===== src/rtl/ram_result_writer_if.sv =====
// rtl/ram_result_writer_if.sv - control, result-stream and RAM-write bundle of ram_result_writer
//
// Groups every non-clock/reset signal of the writer.
//   start          frame arm request (sampled in IDLE only)
//   data_in        DEPTH packed PE_DATA_WIDTH signed result lanes, lane k at [k*PE_DATA_WIDTH +: PE_DATA_WIDTH]
//   data_in_valid  data_in holds a block
//   in_ready       writer accepts a block this cycle
//   ram_address    registered write address
//   ram_data       registered clamped pixel
//   ram_wren       registered write enable
//   busy           writer not idle
//   done           one-cycle end-of-frame pulse
//   sat_count      lanes clamped in the current frame
// master: producer/RAM side (drives start/data_in/data_in_valid); slave: the writer.
interface ram_result_writer_if #(
  parameter int RAM_ADDR_WIDTH = 6,
  parameter int RAM_DATA_WIDTH = 8,
  parameter int PE_DATA_WIDTH  = 16,
  parameter int DEPTH          = 4
);
  logic                               start;
  logic [PE_DATA_WIDTH*DEPTH-1:0]     data_in;
  logic                               data_in_valid;
  logic                               in_ready;
  logic [RAM_ADDR_WIDTH-1:0]          ram_address;
  logic [RAM_DATA_WIDTH-1:0]          ram_data;
  logic                               ram_wren;
  logic                               busy;
  logic                               done;
  logic [RAM_ADDR_WIDTH:0]            sat_count;

  modport master (
    output start, data_in, data_in_valid,
    input  in_ready, ram_address, ram_data, ram_wren, busy, done, sat_count
  );

  modport slave (
    input  start, data_in, data_in_valid,
    output in_ready, ram_address, ram_data, ram_wren, busy, done, sat_count
  );
endinterface


===== src/rtl/ram_result_writer.sv =====
// rtl/ram_result_writer.sv - clamps DEPTH-lane result blocks to pixels and writes them sequentially to the output RAM
//
// Ports:
//   clk    rising-edge clock
//   reset  synchronous active-high reset
//   bus    ram_result_writer_if.slave (start, data_in stream, RAM write port, status)
// One block is accepted in ARMED, then its DEPTH lanes are written one per cycle.
// Lane 0 is registered straight from data_in on the handshake edge so a block
// costs DEPTH write cycles plus one ARMED cycle. After the block ending at the
// top address the writer pulses done and returns to IDLE.
module ram_result_writer #(
  parameter int RAM_ADDR_WIDTH = 6,
  parameter int RAM_DATA_WIDTH = 8,
  parameter int PE_DATA_WIDTH  = 16,
  parameter int DEPTH          = 4
) (
  input  logic               clk,
  input  logic               reset,
  ram_result_writer_if.slave bus
);

  localparam int LCW  = $clog2(DEPTH) + 1;
  localparam int LIW  = (DEPTH > 1) ? $clog2(DEPTH) : 1;
  localparam logic [RAM_ADDR_WIDTH-1:0] LAST_BASE = RAM_ADDR_WIDTH'(2**RAM_ADDR_WIDTH - DEPTH);
  localparam logic [PE_DATA_WIDTH-1:0]  PIX_MAX   = PE_DATA_WIDTH'(2**RAM_DATA_WIDTH - 1);

  typedef enum logic [1:0] {IDLE, ARMED, WRITE, DONE_ST} state_t;

  state_t state, state_next;

  logic [PE_DATA_WIDTH-1:0]  lane_buf [DEPTH];
  logic [LCW-1:0]            lane_cnt;
  logic [RAM_ADDR_WIDTH-1:0] base_addr;
  logic [RAM_ADDR_WIDTH-1:0] ram_address_q;
  logic [RAM_DATA_WIDTH-1:0] ram_data_q;
  logic                      ram_wren_q;
  logic [RAM_ADDR_WIDTH:0]   sat_count_q;

  logic                      arm;
  logic                      handshake;
  logic                      present;
  logic                      block_end;
  logic [PE_DATA_WIDTH-1:0]  cur_lane;
  logic [RAM_DATA_WIDTH-1:0] pix;
  logic                      sat;

  always_ff @(posedge clk) begin
    if (reset) state <= IDLE;
    else       state <= state_next;
  end

  // lane_cnt counts lanes already presented; reaching DEPTH closes the block.
  always_comb begin
    state_next = state;
    arm        = 1'b0;
    handshake  = 1'b0;
    present    = 1'b0;
    block_end  = 1'b0;
    case (state)
      IDLE: begin
        if (bus.start) begin
          arm        = 1'b1;
          state_next = ARMED;
        end
      end
      ARMED: begin
        if (bus.data_in_valid) begin
          handshake  = 1'b1;
          state_next = WRITE;
        end
      end
      WRITE: begin
        if (lane_cnt == LCW'(DEPTH)) begin
          block_end  = 1'b1;
          state_next = (base_addr == LAST_BASE) ? DONE_ST : ARMED;
        end else begin
          present = 1'b1;
        end
      end
      DONE_ST: state_next = IDLE;
      default: state_next = IDLE;
    endcase
  end

  // On the handshake edge the buffer is still being loaded, so lane 0 comes from data_in.
  always_comb begin
    cur_lane = handshake ? bus.data_in[PE_DATA_WIDTH-1:0] : lane_buf[lane_cnt[LIW-1:0]];
  end

  // Signed lane: sign bit set means negative -> 0; positive above pixel range -> full scale.
  always_comb begin
    pix = cur_lane[RAM_DATA_WIDTH-1:0];
    sat = 1'b0;
    if (cur_lane[PE_DATA_WIDTH-1]) begin
      pix = '0;
      sat = 1'b1;
    end else if (cur_lane > PIX_MAX) begin
      pix = '1;
      sat = 1'b1;
    end
  end

  always_ff @(posedge clk) begin
    if (reset) begin
      for (int k = 0; k < DEPTH; k++) lane_buf[k] <= '0;
      lane_cnt      <= '0;
      base_addr     <= '0;
      ram_address_q <= '0;
      ram_data_q    <= '0;
      ram_wren_q    <= 1'b0;
      sat_count_q   <= '0;
    end else begin
      ram_wren_q <= 1'b0;
      if (arm) begin
        base_addr   <= '0;
        lane_cnt    <= '0;
        sat_count_q <= '0;
      end
      if (handshake) begin
        for (int k = 0; k < DEPTH; k++)
          lane_buf[k] <= bus.data_in[k*PE_DATA_WIDTH +: PE_DATA_WIDTH];
      end
      if (handshake || present) begin
        ram_wren_q    <= 1'b1;
        ram_address_q <= base_addr + RAM_ADDR_WIDTH'(lane_cnt);
        ram_data_q    <= pix;
        lane_cnt      <= lane_cnt + LCW'(1);
        if (sat) sat_count_q <= sat_count_q + 1'b1;
      end
      if (block_end) begin
        base_addr <= base_addr + RAM_ADDR_WIDTH'(DEPTH);
        lane_cnt  <= '0;
      end
    end
  end

  assign bus.in_ready    = (state == ARMED);
  assign bus.busy        = (state != IDLE);
  assign bus.done        = (state == DONE_ST);
  assign bus.ram_address = ram_address_q;
  assign bus.ram_data    = ram_data_q;
  assign bus.ram_wren    = ram_wren_q;
  assign bus.sat_count   = sat_count_q;

endmodule


===== src/flat_wrapper.sv =====
// flat-port wrapper written by rule: the top's interface ports become plain ports
module ram_result_writer_flat 
#(
  parameter int RAM_ADDR_WIDTH = 6,
  parameter int RAM_DATA_WIDTH = 8,
  parameter int PE_DATA_WIDTH  = 16,
  parameter int DEPTH          = 4
)
  (clk, reset, bus_start, bus_data_in, bus_data_in_valid, bus_in_ready, bus_ram_address, bus_ram_data, bus_ram_wren, bus_busy, bus_done, bus_sat_count);
  ram_result_writer_if #(.RAM_ADDR_WIDTH(RAM_ADDR_WIDTH), .RAM_DATA_WIDTH(RAM_DATA_WIDTH), .PE_DATA_WIDTH(PE_DATA_WIDTH), .DEPTH(DEPTH)) bus_i ();
  input  logic clk;
  input  logic reset;
  input wire logic [$bits(bus_i.start)-1:0] bus_start;
  input wire logic [$bits(bus_i.data_in)-1:0] bus_data_in;
  input wire logic [$bits(bus_i.data_in_valid)-1:0] bus_data_in_valid;
  output wire logic [$bits(bus_i.in_ready)-1:0] bus_in_ready;
  output wire logic [$bits(bus_i.ram_address)-1:0] bus_ram_address;
  output wire logic [$bits(bus_i.ram_data)-1:0] bus_ram_data;
  output wire logic [$bits(bus_i.ram_wren)-1:0] bus_ram_wren;
  output wire logic [$bits(bus_i.busy)-1:0] bus_busy;
  output wire logic [$bits(bus_i.done)-1:0] bus_done;
  output wire logic [$bits(bus_i.sat_count)-1:0] bus_sat_count;
  assign bus_i.start = bus_start;
  assign bus_i.data_in = bus_data_in;
  assign bus_i.data_in_valid = bus_data_in_valid;
  assign bus_in_ready = bus_i.in_ready;
  assign bus_ram_address = bus_i.ram_address;
  assign bus_ram_data = bus_i.ram_data;
  assign bus_ram_wren = bus_i.ram_wren;
  assign bus_busy = bus_i.busy;
  assign bus_done = bus_i.done;
  assign bus_sat_count = bus_i.sat_count;
  ram_result_writer #(.RAM_ADDR_WIDTH(RAM_ADDR_WIDTH), .RAM_DATA_WIDTH(RAM_DATA_WIDTH), .PE_DATA_WIDTH(PE_DATA_WIDTH), .DEPTH(DEPTH)) u_core (.clk(clk), .reset(reset), .bus(bus_i));
endmodule

===== config.mk =====
export PLATFORM = sky130hd
export DESIGN_NAME = ram_result_writer_flat
export DESIGN_NICKNAME = d
export VERILOG_FILES = /design/src/rtl/ram_result_writer_if.sv /design/src/rtl/ram_result_writer.sv /design/src/flat_wrapper.sv
export SDC_FILE = /design/constraint.sdc
export NUM_CORES = 1
export LEC_CHECK = 0
export CAP_MARGIN = 20
export CORE_ASPECT_RATIO = 1.5
export CORE_MARGIN = 2
export CORE_UTILIZATION = 51
export CTS_BUF_LIST = sky130_fd_sc_hd__clkbuf_16
export DETAILED_ROUTE_END_ITERATION = 6
export HOLD_SLACK_MARGIN = 0.06
export PLACE_DENSITY = 0.8
export SYNTH_ARGS = -nofsm -noshare
export SYNTH_HDL_FRONTEND = slang
export SYNTH_SLANG_ARGS = --single-unit

===== constraint.sdc =====
create_clock -name clk -period 2.8 [get_ports clk]
set_input_delay 0.56 -clock clk [delete_from_list [all_inputs] [get_ports clk]]
set_output_delay 0.56 -clock clk [all_outputs]
set_load 0.01 [all_outputs]

# --- Word level (Yosys, flattened, before mapping) ---
# Memories as Yosys holds them, arrays and structs flattened. A register that Yosys moved wholly into a read port is not among the register bits.
# Cells that the tools add are included.
word_totals:
  output_inout_bits: 25
  in_bits: 68
  elab_cells: 69
  mem_count: 1
  ramBits: 64
  reg_bits: 33
classes:
  muxes: 37
  reduce_logical: 7
  eq_ne: 8
  bitwise: 4
  n_lt_le_gt_ge: 1
  add_sub_neg: 4
mem_list:
  columns: ["memory", "words", "word_bits", "read_ports", "rd_clocked_by_memory_dff", "wr", "line", "source"]
  rows:
  - ["u_core.lane_buf", 4, 16, 1, 1, 4, "ram_result_writer.sv:31", "logic [PE_DATA_WIDTH-1:0] lane_buf [DEPTH];"]
op_table:
  columns: ["op", "n"]
  rows:
  - ["$mux 16", 5]
  - ["$mux 7", 3]
  - ["$gt 16x8->1 const B", 1]
  - ["$mux 1", 16]
  - ["$mux 8", 2]
  - ["$mux 2", 6]
  - ["$mux 6", 2]
  - ["$pmux 2 s4", 1]
  - ["$add 7x1->7 const B", 1]
  - ["$add 6x3->6", 1]
  - ["$add 6x3->6 const B", 1]
  - ["$eq 6x6->1 const B", 1]
  - ["$mux 3", 2]
  - ["$reduce_bool 2->1", 3]
  - ["$eq 2x2->1 const B", 2]
  - ["$ne 2x2->1 const B", 2]
  - ["$or 1x1->1", 4]
  - ["$add 3x1->3 const B", 1]
  - ["$eq 3x3->1 const B", 1]
  - ["$reduce_and 3->1", 1]
  - ["$eq 2x1->1 const B", 1]
  - ["$logic_not 2->1", 1]
  - ["$ne 2x1->1 const B", 1]
  - ["$reduce_or 2->1", 1]
  - ["$logic_or 1x1->1", 1]

# --- Depth between registers and ports, before layout ---
# Gate-level depths: netlist of run 1.
logic_depth:
  ltp_word: 8
  mapped_depth: 8
  mapped_depth_nobuf: 7

# --- Worst setup path after synthesis of run 1 ---
# Ideal clock, no wire load.
synth_path:
  kind: "input-to-reg"
  from: "input port bus_data_in_valid"
  to: "memory u_core.lane_buf[0][0] (enable)"
  setup_time_ns: 0.394
  path_stages: 4
  slack_ns: 0.390
  arrival_time_ns: 2.016
  required_time_ns: 2.406
  path_buffers: 2
  cell_sequence: "and3b_1 -> buf_2 -> clkbuf_1 -> or2_2"
synth_rtl:
  columns: ["item", "line", "source"]
  rows:
  - ["start, declared", "flat_wrapper.sv:15", "input wire logic [$bits(bus_i.data_in_valid)-1:0] bus_data_in_valid;"]
  - ["end, declared", "ram_result_writer.sv:31", null]

# --- Worst setup path in the final report of run 1 ---
layout_path:
  from: "input port bus_data_in_valid"
  to: "register u_core.sat_count_q[2] (netlist: u_core.bus.sat_count[2])"
layout_between:
  elab_chain_cells: 8
  word_cells_on_any_way: 9
  cone_classes: "1 x order compare; 7 x mux; 1 x reduce/logical"
layout_lines:
  columns: ["item", "line", "source"]
  rows:
  - ["$mux 1 *", "ram_result_writer.sv:67", "if (bus.data_in_valid) begin"]
  - ["$mux 1 *", "ram_result_writer.sv:59", "case (state)"]
  - ["$mux 16", "ram_result_writer.sv:87", "cur_lane = handshake ? bus.data_in[PE_DATA_WIDTH-1:0] : lane_buf[lane_cnt[LIW-1:0]];"]
  - ["$gt 16x8->1", "ram_result_writer.sv:97", "end else if (cur_lane > PIX_MAX) begin"]
  - ["$mux 1", "ram_result_writer.sv:97", null]
  - ["$mux 1", "ram_result_writer.sv:94", "if (cur_lane[PE_DATA_WIDTH-1]) begin"]
  - ["$mux 7", "ram_result_writer.sv:128", "if (sat) sat_count_q <= sat_count_q + 1'b1;"]
  - ["$mux 7 *", "ram_result_writer.sv:123", "if (handshake || present) begin"]
  - ["end signal, assigned", "ram_result_writer.sv:128", null]
  - ["end, declared", "ram_result_writer.sv:37", "logic [RAM_ADDR_WIDTH:0] sat_count_q;"]
# Every way passes the cells marked *; elsewhere a longest branch is shown, timed or not.
# A chain may end at the register's enable or synchronous reset.

==> results.md, run 1 <==
* NumNets Final at 532
* CP max FO at 14
* Clk sink count at 97
* Final cell count without fillers at 567
* Critical path's most frequent cell: buf_4
* Placed Cells at 552
* Register-to-register setup slack at 0.72 ns
* Max-slew violation count at 0
* Slew HR at 63.7%
* Fin. Hold Viols at 0
* # resized after CTS at 0
* Unrepaired setup endpoints after global routing: false
* Cts bufs inserted at 9
* Leakage at 0.00205 µW
* Synth cell types at 37
* Die width at 78.8 µm
* First DRT Iteration DRCs at 90
* Worst-skew pair later-pin latency at 0.34 ns
* Post-route setup TNS at 0 ns
* Total power draw at 3130 µW
* Row count at 40
* Post-CTS Hold Buffers at 0
* Pre-Repair DR Iteration Count at 4
* Hold WC Path Type: register to register
* Achievable Freq at 457 MHz
* Required @ worst endpoint at 3.02 ns
* Die span in y at 116 µm
* Syn_nets at 439
* Most common cell after layout, fill and taps aside: clkdlybuf4s50_1
* VDD IR max at 0.349 mV
* Synth Flop Type: edfxtp_1
* CP peak stage delay at 0.45 ns
* YS warnings at 0
* Cell taking the most area after synthesis: edfxtp_1
* Crit path arrival time at 2.41 ns
* Core Region at 8060 µm²
* Largest net degree at the start of global routing at 65
* Layout overhead on the synthesized area at 31.0%
* Drc violations at 0
* Worst slew pin tran at 0.544 ns
* Max Clock Skew at 0.00741 ns
* Slowest stage cell, crit path: clkdlybuf4s50_1
* Register bit total from synthesis at 97
* Place WS at 0.278 ns
* Commonest non-fill, non-tap cells in the layout: clkdlybuf4s50_1, and2_1, edfxtp_1, nor2_1, dfxtp_1
* Run status: completed
* PortBufs at 92
* Via density at 5.29
* CTS tree: yes
* Crit start category: primary input
* Initial antenna violation count at 0
* Routability cong. at 0.770
* Gate Count Post-Synth at 365
* Grt ovf at 0
* Post-CTS Repair Setup Buffers at 0
* Hold path start: u_core.bus.ram_data[1]
* Tcrit/Tclk final at 78.2%
* Boundary Pins at 93
* Cell Chain, Critical Path: clkdlybuf4s50_1, and3b_1, buf_4, and3_1, a211oi_4, buf_4, nand3b_1, a31oi_1
* Final ANT Viol Nets at 0
* Async SR Flop Fraction at 0%
* Vias at 2998
* RR Startpoint: u_core.lane_buf[0][13]
* Minimum clock period at 2.19 ns
* CTS Root Cell: clkbuf_16
* Number of synthesized flops with an enable pin at 64
* First-pass GRT wire length at 14300 µm
* Ratio of cells with drive above 1 in the final layout at 8.66%
* WS Path Type: primary input to register
* Routed WL per cell at 15.1 µm
* Final setup viols at 0
* CTS max path bufs at 2
* Max cap viols at 0
* Synthesized area per cell at 11.7 µm²
* Worst Setup SP: bus_data_in_valid
* Ant diodes at 0
* Vias in the first global route at 2986
* Mapped cell area at 4280 µm²
* Initial Utilization at 53.1%
* Clock transition at the registers of the reported paths at 0.06 ns
* H-tree depth at 3
* GRT Total Usage at 20.6%
* Dpl hpwl at 5880 µm
* Crit end category: register
* Routed wire length at 8580 µm
* Top cell type's share of synthesized area at 45.0%
* Setup ws final at 0.610 ns
* Die area at 9150 µm²
* Post-synthesis sequential area ratio at 60.4%
* Pwr dens at 559 nW/µm²
* Synth area leaders: edfxtp_1, dfxtp_1, and2_1
-- power breakdown --
part	switching (µW)	total, µW	internal (µW)
clock	490	1160	674
combinational	149	335	186
sequential	29.9	1630	1600
total	669	3130	2460
-- path summary, 6_finish.rpt --
path,endpoint,depth (start not counted)
worst max-delay path,u_core.bus.sat_count[2],8
worst min-delay path,u_core.bus.ram_data[1],2
worst max register to register,u_core.bus.sat_count[2],7
worst min register to register,u_core.bus.ram_data[1],2
-- routing by layer --
metal / part of all wire [%] / GRT usage, % / wire, µm
met1: 40 / 24.9 / 3430
met2: 53 / 35.0 / 4530
met3: 4.4 / 3.79 / 378
met4: 2.8 / 11.1 / 240
met5: 0 / 0 / 0
-- cell usage after synthesis, types with 2 or more instances --
library cell	n
edfxtp_1	64
nand3_1	10
nor2_1	48
a31oi_1	6
clkbuf_1	15
dfxtp_1	33
o21ai_0	9
nand2_1	23
and3_1	3
xnor2_1	3
ha_1	6
and2_1	66
nor4_1	6
a21oi_1	17
nor3_1	5
nand3b_1	8
mux2i_1	2
xor2_1	3
mux4_2	10
inv_1	3
or2_2	4
nor2b_1	6
-- cell type report --
cell class / instances / area [µm²]
clock inverter: 6 / 51.3
clock buffer: 9 / 225
timing repair buffer: 100 / 993
inverter: 3 / 11.3
tap: 105 / 131
fill: 594 / 2460
sequential: 97 / 2580
multi-input combinational: 247 / 1600
-- logic make-up (layout without fill, tap and decap cells) --
| group | count (synthesis) | count (layout) | synth area share, % |
|---|---|---|---|
| AO/OA/AOI/OAI | 39 | 39 | 5.88 |
| XOR/XNOR | 6 | 6 | 1.23 |
| adder cells (fa/ha/maj) | 6 | 6 | 1.76 |
| buffers and inverters | 21 | 118 | 2.14 |
| flip-flops | 97 | 97 | 60.4 |
| multiplexers | 13 | 13 | 6.00 |
| AND/OR/NAND/NOR | 183 | 183 | 22.6 |
-- worst max-delay path, delay by kind of cell --
family,cells,cell delay [ns]
AOI/OAI and AO/OA,2,0.39
buffers and inverters,3,0.87
and+or+nand+nor,3,0.58
-- registers in the layout (all words and copies together), names as in the netlist, named ones only --
name / flops
u_core.bus.ram_data: 8
u_core.bus.ram_wren: 1
u_core.bus.ram_address: 6
u_core.state: 2
u_core.base_addr: 4
u_core.bus.sat_count: 7
u_core.lane_buf: 64
u_core.lane_cnt: 3
-- per-stage QoR --
step / utilization [%] / area (µm²) / hold WS [ns]
6_report: 69.5 / 5600 / 0.472
5_1_grt: 69.5 / 5600 / 0.492
4_1_cts: 69.5 / 5600 / 0.470
3_5_place_dp: 66.1 / 5320 / 0.463
3_3_place_gp: 66.1 / 5320 / 0.446
2_1_floorplan: - / 4280 / 0.476
(Power assumes the default switching activity.)
==> run 2, diff against run 1 <==
Clock period 2.8 ns to 2.2 ns, I/O delays scaled along.
==> run 2 against run 1 <==
Compared with the run above: global-route usage fell by 0.64 points; first-iteration DRC count grew 42%; setup slack worse by 0.46 ns; combinational power up 35%; clock-buffer cell count stayed put; highest routed layer unchanged.
==> results.md, run 2 (synthesized netlist as in run 1, its figures left out) <==
* Run status: completed (unchanged)
* Die width at 78.8 µm (unchanged)
* Final cell count without fillers at 577 (was 567)
* Post-CTS Repair Setup Buffers at 0 (unchanged)
* Initial antenna violation count at 0 (unchanged)
* Hold WC Path Type: register to register (unchanged)
* Layout overhead on the synthesized area at 32.7% (was 31.0%)
* Final setup viols at 0 (unchanged)
* Most common cell after layout, fill and taps aside: clkdlybuf4s50_1 (unchanged)
* Clk sink count at 97 (unchanged)
* Crit path arrival time at 2.30 ns (was 2.41 ns)
* Reg-to-reg endpoint: u_core.bus.sat_count[5] (was u_core.bus.sat_count[2])
* GRT Total Usage at 20.0% (was 20.6%)
* Final design utilization at 70.4% (was 69.5%)
* Via density at 5.24 (was 5.29)
* NumNets Final at 541 (was 532)
* Worst-skew pair later-pin latency at 0.33 ns (was 0.34 ns)
* Sequential cell area at 2580 µm² (unchanged)
* Die span in y at 116 µm (unchanged)
* RR Startpoint: u_core.lane_buf[0][13] (unchanged)
* Max reg flops at 64 (unchanged)
* WS Path Type: register to register (was primary input to register)
* Row count at 40 (unchanged)
* Setup ws final at 0.155 ns (was 0.610 ns)
* CTS tree: yes (unchanged)
* Grt ovf at 0 (unchanged)
* H-tree depth at 3 (unchanged)
* Register-to-register setup slack at 0.15 ns (was 0.72 ns)
* VDD IR max at 0.469 mV (was 0.349 mV)
* Clock transition at the registers of the reported paths at 0.06 ns (about the same)
* Minimum clock period at 2.05 ns
* Dpl hpwl at 6200 µm (was 5880 µm)
* R2r worst-path depth at 8 (was 7)
* Required @ worst endpoint at 2.45 ns (was 3.02 ns)
* Total power draw at 3860 µW (was 3130 µW)
* First DRT Iteration DRCs at 128 (was 90)
* Placed Cells at 561 (was 552)
* Vias at 3021 (was 2998)
* Ant diodes at 0 (unchanged)
* Fin. Hold Viols at 0 (unchanged)
* Multi-input gate area at 1610 µm² (was 1600 µm²)
* Pwr dens at 680 nW/µm² (was 559 nW/µm²)
* Worst setup path endpoint: u_core.bus.sat_count[5] (was u_core.bus.sat_count[2])
* CTS Root Cell: clkbuf_16 (unchanged)
* Achievable Freq at 489 MHz
* Post-CTS Hold Buffers at 0 (unchanged)
* Slew HR at 34.1% (was 63.7%)
* Final ANT Viol Nets at 0 (unchanged)
* Reg with most FFs: u_core.lane_buf (unchanged)
* Ratio of cells with drive above 1 in the final layout at 9.75% (was 8.66%)
* Hold path start: u_core.bus.ram_data[6] (was u_core.bus.ram_data[1])
* CP max FO at 17 (was 14)
* Commonest non-fill, non-tap cells in the layout: clkdlybuf4s50_1, and2_1, edfxtp_1, nor2_1, dfxtp_1 (unchanged)
* Unrepaired setup endpoints after global routing: false (unchanged)
* Worst slew pin tran at 0.986 ns (was 0.544 ns)
* Die area at 9150 µm² (unchanged)
* Core Region at 8060 µm² (unchanged)
* PortBufs at 92 (unchanged)
* Max-slew violation count at 0 (unchanged)
* Max cap viols at 0 (unchanged)
* Worst Setup SP: u_core.lane_buf[0][13] (was bus_data_in_valid)
* Routed WL per cell at 14.8 µm (was 15.1 µm)
* CTS max path bufs at 2 (unchanged)
* Largest net degree at the start of global routing at 65 (unchanged)
* Routability cong. at 0.755 (was 0.770)
* Boundary Pins at 93 (unchanged)
* Crit end category: register (unchanged)
* Max Clock Skew at 0.00796 ns (was 0.00741 ns)
* Initial Utilization at 53.1% (unchanged)
* # resized after CTS at 0 (unchanged)
* Leakage at 0.00211 µW (was 0.00205 µW)
* Tcrit/Tclk final at 93.0%
* Crit start category: register (was primary input)
* Vias in the first global route at 3005 (was 2986)
* Routed wire length at 8510 µm (was 8580 µm)
* Place WS at -0.158 ns (was 0.278 ns)
* Pre-Repair DR Iteration Count at 4 (unchanged)
* Cts bufs inserted at 9 (unchanged)
* First-pass GRT wire length at 13800 µm (was 14300 µm)
* Fill count at 610 (was 594)
* Drc violations at 0 (unchanged)
run 2: cell types whose count changed in the layout (fill, tap and decap cells not counted):
| cell | before | now |
|---|---|---|
| or2_4 | 0 | 1 |
| bufinv_16 | 1 | 0 |
| inv_1 | 4 | 9 |
| buf_4 | 7 | 14 |
| nor2_2 | 1 | 0 |
| clkinv_1 | 2 | 1 |
| buf_12 | 1 | 3 |
| clkinv_2 | 2 | 0 |
| or2_2 | 4 | 3 |
| nor2_4 | 0 | 1 |
run 2: how the worst min path moves through the flow:
stage / to / slack, ns / cells past startpoint
4_1_cts: u_core.bus.ram_data[3] / 0.46 / 2
3_5_place_dp: u_core.bus.ram_data[3] / 0.45 / 2
5_1_grt: u_core.bus.ram_data[3] / 0.47 / 2
3_3_place_gp: u_core.bus.ram_data[3] / 0.44 / 2
6_report: u_core.bus.ram_data[6] / 0.46 / 2
2_1_floorplan: u_core.bus.ram_data[0] / 0.48 / 2
run 2: stage by stage:
step	hold WS (ns)	TNS (ns)	cell area (µm²)
after floorplan	0.476	0	4280
after global placement	0.445	-2.02	5420
after detailed placement	0.453	-2.61	5420
after CTS	0.461	0	5670
after global routing	0.465	0	5670
final	0.461	0	5670
run 2: final cells by class:
cell class	instances	share of cell area, %
multi-input cells	247	28.4
well taps	105	2.32
inverters	3	0.198
repair buffers	109	19.1
clock inverters	7	0.463
flip-flops and latches	97	45.5
clock buffers	9	3.97
run 2: per-layer routing:
metal	track usage, %	wire (µm)
met3	4.10	354
met1	22.8	3400
met5	0	0
met4	9.24	160
met2	35.8	4600
run 2: where the power goes:
part / internal, µW / switching (µW) / total [µW]
registers: 2040 / 38.8 / 2080
logic: 258 / 194 / 452
clock network: 737 / 591 / 1330
run 2: critical path, stage by stage (launching register included):
cell	delay [ns]
edfxtp_1	0.36
or4_1	0.53
nor4_1	0.22
buf_4	0.17
o31a_4	0.13
a211oi_4	0.07
buf_12	0.16
nand3b_1	0.15
a31oi_1	0.19
